$ cat config.mk
export PLATFORM = sky130hd
export DESIGN_NAME = neuron_mac_flat
export DESIGN_NICKNAME = d
export VERILOG_FILES = /design/src/rtl/neuron_mac_pkg.sv /design/src/rtl/neuron_mac_if.sv /design/src/rtl/neuron_mac_saturate.sv /design/src/rtl/neuron_mac.sv /design/src/flat_wrapper.sv
export SDC_FILE = /design/constraint.sdc
export NUM_CORES = 1
export LEC_CHECK = 0
export BUFFER_PORTS_ARGS = -buffer_cell sky130_fd_sc_hd__buf_4
export CAP_MARGIN = 20
export CORE_ASPECT_RATIO = 1.75
export CORE_MARGIN = 2
export CORE_UTILIZATION = 45
export DETAILED_ROUTE_END_ITERATION = 8
export PLACE_DENSITY = 0.59
export SYNTH_ARGS = -nofsm -noshare
export SYNTH_HDL_FRONTEND = slang
export SYNTH_SLANG_ARGS = --single-unit
$ cat constraint.sdc
create_clock -name clk -period 10.33 [get_ports clk]
set_clock_uncertainty 0.1 [all_clocks]
set_input_delay 0.5165 -clock clk [delete_from_list [all_inputs] [get_ports clk]]
set_output_delay 0.5165 -clock clk [all_outputs]
set_load 0.005 [all_outputs]
$ cat src/rtl/neuron_mac_pkg.sv
// Shared constants and FSM state type for the single-neuron MAC stage.
// The saturating output stage reuses the same operand format constants.
package neuron_mac_pkg;

  localparam int WEIGHT_WIDTH = 16;
  localparam int FRAC_BITS    = 8;
  localparam int NUM_INPUTS   = 784;
  localparam int ACC_WIDTH    = 40;
  localparam int CNT_WIDTH    = 10;

  typedef enum logic [2:0] {
    IDLE = 3'd0,
    ACC  = 3'd1,
    BIAS = 3'd2,
    SAT  = 3'd3,
    OUT  = 3'd4
  } state_t;

endpackage

$ cat src/rtl/neuron_mac_if.sv
// Control, input-stream and output-stream handshake bundle for neuron_mac.
// The master side is the upstream feeder plus the downstream activation stage.
interface neuron_mac_if
  import neuron_mac_pkg::*;
#(
  parameter int WIDTH = WEIGHT_WIDTH
);

  logic                    start;
  logic signed [WIDTH-1:0] bias;
  logic                    busy;

  logic                    in_valid;
  logic                    in_ready;
  logic signed [WIDTH-1:0] in_data;
  logic signed [WIDTH-1:0] in_weight;

  logic                    out_valid;
  logic                    out_ready;
  logic signed [WIDTH-1:0] out_data;

  modport master (
    output start, bias, in_valid, in_data, in_weight, out_ready,
    input  busy, in_ready, out_valid, out_data
  );

  modport slave (
    input  start, bias, in_valid, in_data, in_weight, out_ready,
    output busy, in_ready, out_valid, out_data
  );

endinterface

$ cat src/rtl/neuron_mac_saturate.sv
// Rescales a Q(2F) accumulator back to Q(F) (floor shift, no rounding) and
// clamps it into a WIDTH-bit signed result; also used by the output layer.
module neuron_saturate
  import neuron_mac_pkg::*;
#(
  parameter int WIDTH = WEIGHT_WIDTH,
  parameter int FRAC  = FRAC_BITS,
  parameter int ACC_W = ACC_WIDTH
) (
  input  logic signed [ACC_W-1:0] acc,
  output logic signed [WIDTH-1:0] result
);

  localparam logic signed [ACC_W-1:0] MAX_VAL =
    {{(ACC_W-WIDTH+1){1'b0}}, {(WIDTH-1){1'b1}}};
  localparam logic signed [ACC_W-1:0] MIN_VAL =
    {{(ACC_W-WIDTH+1){1'b1}}, {(WIDTH-1){1'b0}}};

  logic signed [ACC_W-1:0] shifted;

  assign shifted = acc >>> FRAC;

  always_comb begin
    result = shifted[WIDTH-1:0];
    if (shifted > MAX_VAL) begin
      result = MAX_VAL[WIDTH-1:0];
    end else if (shifted < MIN_VAL) begin
      result = MIN_VAL[WIDTH-1:0];
    end
  end

endmodule

$ cat src/rtl/neuron_mac.sv
// Single-neuron multiply-accumulate: streams N_INPUTS (activation, weight)
// pairs, adds the bias, rescales and saturates, then hands one result downstream.
module neuron_mac
  import neuron_mac_pkg::*;
#(
  parameter int WIDTH    = WEIGHT_WIDTH,
  parameter int FRAC     = FRAC_BITS,
  parameter int N_INPUTS = NUM_INPUTS,
  parameter int ACC_W    = ACC_WIDTH,
  parameter int CNT_W    = CNT_WIDTH
) (
  input  logic         clk,
  input  logic         rst_n,
  neuron_mac_if.slave  bus
);

  state_t state;
  state_t next_state;

  logic signed [ACC_W-1:0]   acc;
  logic [CNT_W-1:0]          count;
  logic signed [WIDTH-1:0]   bias_q;
  logic signed [WIDTH-1:0]   out_data;
  logic signed [WIDTH-1:0]   sat_data;
  logic                      out_valid;
  logic                      beat;
  logic                      last_beat;
  logic signed [2*WIDTH-1:0] product;
  logic signed [ACC_W-1:0]   product_ext;
  logic signed [ACC_W-1:0]   bias_ext;

  assign bus.in_ready  = (state == ACC);
  assign bus.busy      = (state != IDLE);
  assign bus.out_valid = out_valid;
  assign bus.out_data  = out_data;

  assign beat      = bus.in_valid && (state == ACC);
  assign last_beat = (count == CNT_W'(N_INPUTS - 1));

  // Full-precision product, sign-extended; bias is lifted into Q(2F) by the zero tail.
  assign product     = bus.in_data * bus.in_weight;
  assign product_ext = {{(ACC_W-2*WIDTH){product[2*WIDTH-1]}}, product};
  assign bias_ext    = {{(ACC_W-WIDTH-FRAC){bias_q[WIDTH-1]}}, bias_q, {FRAC{1'b0}}};

  neuron_saturate #(
    .WIDTH (WIDTH),
    .FRAC  (FRAC),
    .ACC_W (ACC_W)
  ) u_saturate (
    .acc    (acc),
    .result (sat_data)
  );

  always_ff @(posedge clk or negedge rst_n) begin
    if (!rst_n) begin
      state <= IDLE;
    end else begin
      state <= next_state;
    end
  end

  always_comb begin
    next_state = state;
    case (state)
      IDLE: if (bus.start) next_state = ACC;
      ACC:  if (beat && last_beat) next_state = BIAS;
      BIAS: next_state = SAT;
      SAT:  next_state = OUT;
      OUT:  if (bus.out_ready) next_state = IDLE;
      default: next_state = IDLE;
    endcase
  end

  // Datapath registers follow the same state decode as the FSM above.
  always_ff @(posedge clk or negedge rst_n) begin
    if (!rst_n) begin
      acc       <= '0;
      count     <= '0;
      bias_q    <= '0;
      out_data  <= '0;
      out_valid <= 1'b0;
    end else begin
      case (state)
        IDLE: begin
          if (bus.start) begin
            acc    <= '0;
            count  <= '0;
            bias_q <= bus.bias;
          end
        end
        ACC: begin
          if (beat) begin
            acc   <= acc + product_ext;
            count <= count + 1'b1;
          end
        end
        BIAS: begin
          acc <= acc + bias_ext;
        end
        SAT: begin
          out_data  <= sat_data;
          out_valid <= 1'b1;
        end
        OUT: begin
          if (bus.out_ready) out_valid <= 1'b0;
        end
        default: begin
          out_valid <= 1'b0;
        end
      endcase
    end
  end

endmodule
$ cat src/flat_wrapper.sv
// flat-port wrapper written by rule: the top's interface ports become plain ports
module neuron_mac_flat import neuron_mac_pkg::*;
#(
  parameter int WIDTH    = WEIGHT_WIDTH,
  parameter int FRAC     = FRAC_BITS,
  parameter int N_INPUTS = NUM_INPUTS,
  parameter int ACC_W    = ACC_WIDTH,
  parameter int CNT_W    = CNT_WIDTH
)
  (clk, rst_n, bus_start, bus_bias, bus_in_valid, bus_in_data, bus_in_weight, bus_out_ready, bus_busy, bus_in_ready, bus_out_valid, bus_out_data);
  neuron_mac_if #(.WIDTH(WIDTH)) bus_i ();
  input  logic clk;
  input  logic rst_n;
  input wire logic [$bits(bus_i.start)-1:0] bus_start;
  input wire logic [$bits(bus_i.bias)-1:0] bus_bias;
  input wire logic [$bits(bus_i.in_valid)-1:0] bus_in_valid;
  input wire logic [$bits(bus_i.in_data)-1:0] bus_in_data;
  input wire logic [$bits(bus_i.in_weight)-1:0] bus_in_weight;
  input wire logic [$bits(bus_i.out_ready)-1:0] bus_out_ready;
  output wire logic [$bits(bus_i.busy)-1:0] bus_busy;
  output wire logic [$bits(bus_i.in_ready)-1:0] bus_in_ready;
  output wire logic [$bits(bus_i.out_valid)-1:0] bus_out_valid;
  output wire logic [$bits(bus_i.out_data)-1:0] bus_out_data;
  assign bus_i.start = bus_start;
  assign bus_i.bias = bus_bias;
  assign bus_i.in_valid = bus_in_valid;
  assign bus_i.in_data = bus_in_data;
  assign bus_i.in_weight = bus_in_weight;
  assign bus_i.out_ready = bus_out_ready;
  assign bus_busy = bus_i.busy;
  assign bus_in_ready = bus_i.in_ready;
  assign bus_out_valid = bus_i.out_valid;
  assign bus_out_data = bus_i.out_data;
  neuron_mac #(.WIDTH(WIDTH), .FRAC(FRAC), .N_INPUTS(N_INPUTS), .ACC_W(ACC_W), .CNT_W(CNT_W)) u_core (.clk(clk), .rst_n(rst_n), .bus(bus_i));
endmodule
==> metrics.yaml <==
outcome:
  outcome: "complete, no violations"
global_routing:
  grt_pass1_wl_um: 72900
  grt-ovfl-total: 0
  grtUsageTotal_pct: 22.2
  grt_max_degree: 80
  grt_pass1_vias: 14400
  antenna_found_initial: 0
synthesis:
  async_flop_share_pct: 100
  synthCells: 1926
  synthAdderAreaFrac_pct: 48.3
  yosys.area_share.xor_xnor_pct: 3.20
  synthFlopType: "dfrtp_1"
  synthMuxAreaShare_pct: 1.20
  syn_area_um2: 17500
  syn_nets: 2457
  synth_cell_type_count: 74
  synth_top_area_share_pct: 37.8
  synth-compound-area-share_pct: 10.3
  synthTopCellsByCount: "inv_1, fa_1, nand2_1, ha_1, and2_1"
  synth_top_family_by_area: "adder cells"
  seq_area_frac_synth_pct: 12.3
  synthSimpleGateAreaFrac_pct: 14.2
  synth.most_common_cell: "inv_1"
  syn_area_per_cell_um2: 9.10
  synth-seq-cells: 86
  yosys-top-cells-area: "fa_1, dfrtp_1, ha_1"
  synth_edf_count: 0
  yosys_warnings: 0
  yosysTopAreaCell: "fa_1"
timing:
  slew_headroom_pct: 31.4
  worstMarginPinSlew_ns: 1.03
  finalSetupViolations: 0
  rsz0062_at_grt: "no"
  hold_viol: 0
  slew_viol_final: 0
  max_freq_mhz: 144
  final.period_utilization_pct: 67.3
  finalCriticalPeriod_ns: 6.95
  tns_ns: 0
detailed_routing:
  drt_pass1_iterations: 5
  postRouteAntennaNets: 0
  routedWlPerCell_um: 17.3
  drc: 0
  drt_iter0_drc: 537
  wl_um: 42200
  vias: 12900
  routed_via_density: 5.26
cts:
  cts_made_buffers: 9
  clk_pin_slew_ns: 0.08
  cts_root_buffer: "clkbuf_16"
  clk_latency_ns: 0.36
  cts_tree: "yes"
  cts_buffer_depth: 2
  cts_max_level: 3
  cts.sinks: 86
die:
  fp.dieH_um: 265
  die_w_um: 153
  initial_core_util_pct: 45.7
  ios: 72
  num_rows: 95
  coreArea_um2: 38400
  die-area_um2: 40600
worst_hold_path:
  min_path_type: "primary input to flip-flop"
  hold-path-cell-count: 2
placed_design:
  routabilityCongestion: 0.856
  portBuffers: 71
  dp_hpwl_um: 35600
cells_and_area:
  nets: 2488
  area_delta_synth_final_pct: 7.32
  drive_above_1_share_pct: 6.63
  antennaDiodeCount: 0
setup_path:
  path_max_fanout: 16
  reg2reg_depth: 21
  cp.required_ns: 10.47
  cp.arrival_ns: 7.09
  cp-start-kind: "primary input"
  cp-end-kind: "flip-flop"
  crit_type: "primary input to flip-flop"
job:
  drv_cap: 0
-- stage by stage --
| step | util, % | area, um^2 | hold slack (ns) | setup WS, ns | cells |
|---|---|---|---|---|---|
| after floorplan | - | 17500 | 0.121 | 3.52 | 1926 |
| after global placement | 48.1 | 18500 | 0.237 | 3.08 | 2429 |
| after detailed placement | 48.1 | 18500 | 0.237 | 3.00 | 2429 |
| after CTS | 48.9 | 18800 | 0.269 | 3.34 | 2446 |
| after global routing | 49.0 | 18800 | 0.268 | 2.98 | 2447 |
| final | 49.0 | 18800 | 0.280 | 3.38 | 2447 |
-- layout make-up --
type | instances | area [um^2]
Timing Repair Buffer | 81 | 631
Tap cell | 485 | 607
Sequential cell | 86 | 2150
Inverter | 420 | 1580
Clock buffer | 9 | 225
Multi-Input combinational cell | 1359 | 13500
Fill cell | 3664 | 19600
Clock inverter | 7 | 78.8
-- worst max-delay path: stages --
cell,delay (ns)
buf_4,0.11
inv_1,0.49
nor2_1,0.14
fa_1,0.53
fa_1,0.43
fa_1,0.52
fa_1,0.48
fa_1,0.56
inv_1,0.06
fa_1,0.53
inv_1,0.04
ha_1,0.35
and3_2,0.26
a221o_2,0.36
a21oi_1,0.22
nand2b_1,0.13
o211ai_1,0.23
a41oi_1,0.40
o2bb2ai_1,0.21
o21ai_1,0.13
mux2i_1,0.13
a21oi_1,0.15
o211ai_1,0.09
-- metal layers --
metal,wire length (um),part of all wire (%),track usage [%]
met1,17500,41,27.2
met5,0,0,0
met3,982,2.3,1.53
met2,22600,54,41.3
met4,1160,2.7,7.06
-- sequential cells by signal, indices dropped and copies added, names as in the netlist --
name                  count
u_core.acc               40
u_core.bias_q            16
u_core.bus.out_data      16
u_core.bus.out_valid      1
u_core.count             10
u_core.state              3
-- repair_timing --
item | 4_1_cts | 5_1_grt
gates resized for setup | 0 | 0
hold buffers | 1 | 0
endpoints found under the hold margin | 7 | 0
buffers inserted | 0 | 0
-- path summary, 6_finish.rpt --
| check | slack [ns] | from | end |
|---|---|---|---|
| worst max register to register | 4.09 | u_core.acc[15] | u_core.acc[27] |
| max in group asynchronous | 8.88 | rst_n | u_core.acc[32] |
| min in group asynchronous | 0.41 | rst_n | u_core.count[9] |
| worst min register to register | 0.40 | u_core.bus.out_data[8] | u_core.bus.out_data[8] |
| worst min-delay path | 0.28 | bus_bias[2] | u_core.bias_q[2] |
| worst max-delay path | 3.38 | bus_in_weight[15] | u_core.acc[38] |
-- cells by family after synthesis --
kind of cell,count (synthesis)
flip-flops,86
XOR/XNOR,64
buffers and inverters,481
adder cells (fa/ha/maj),478
multiplexers,19
AO/OA/AOI/OAI,271
AND/OR/NAND/NOR,527
-- placed cells by master (no fill, tap or decap), types with 8 or more instances in the layout --
cell and instances:
nand3_1 15, o21ai_1 9, nor2_1 114, nand4_1 11, a21oi_1 64, a31oi_1 8, dfrtp_1 86, nand2b_1 9
o21ai_0 52, nor2b_1 9, and2_1 117, a211oi_1 9, ha_1 147, nor3_1 11, inv_1 419, o21a_1 12
buf_4 79, xnor2_1 39, fa_1 331, mux2_2 16, nand2_1 205, o21bai_1 10, a21o_1 33, clkbuf_16 9
a221oi_1 22, xor2_1 25
Power is left out: the tool's default activity adds up to more than one toggle a clock period on the data nets, which glitch-free logic cannot reach.
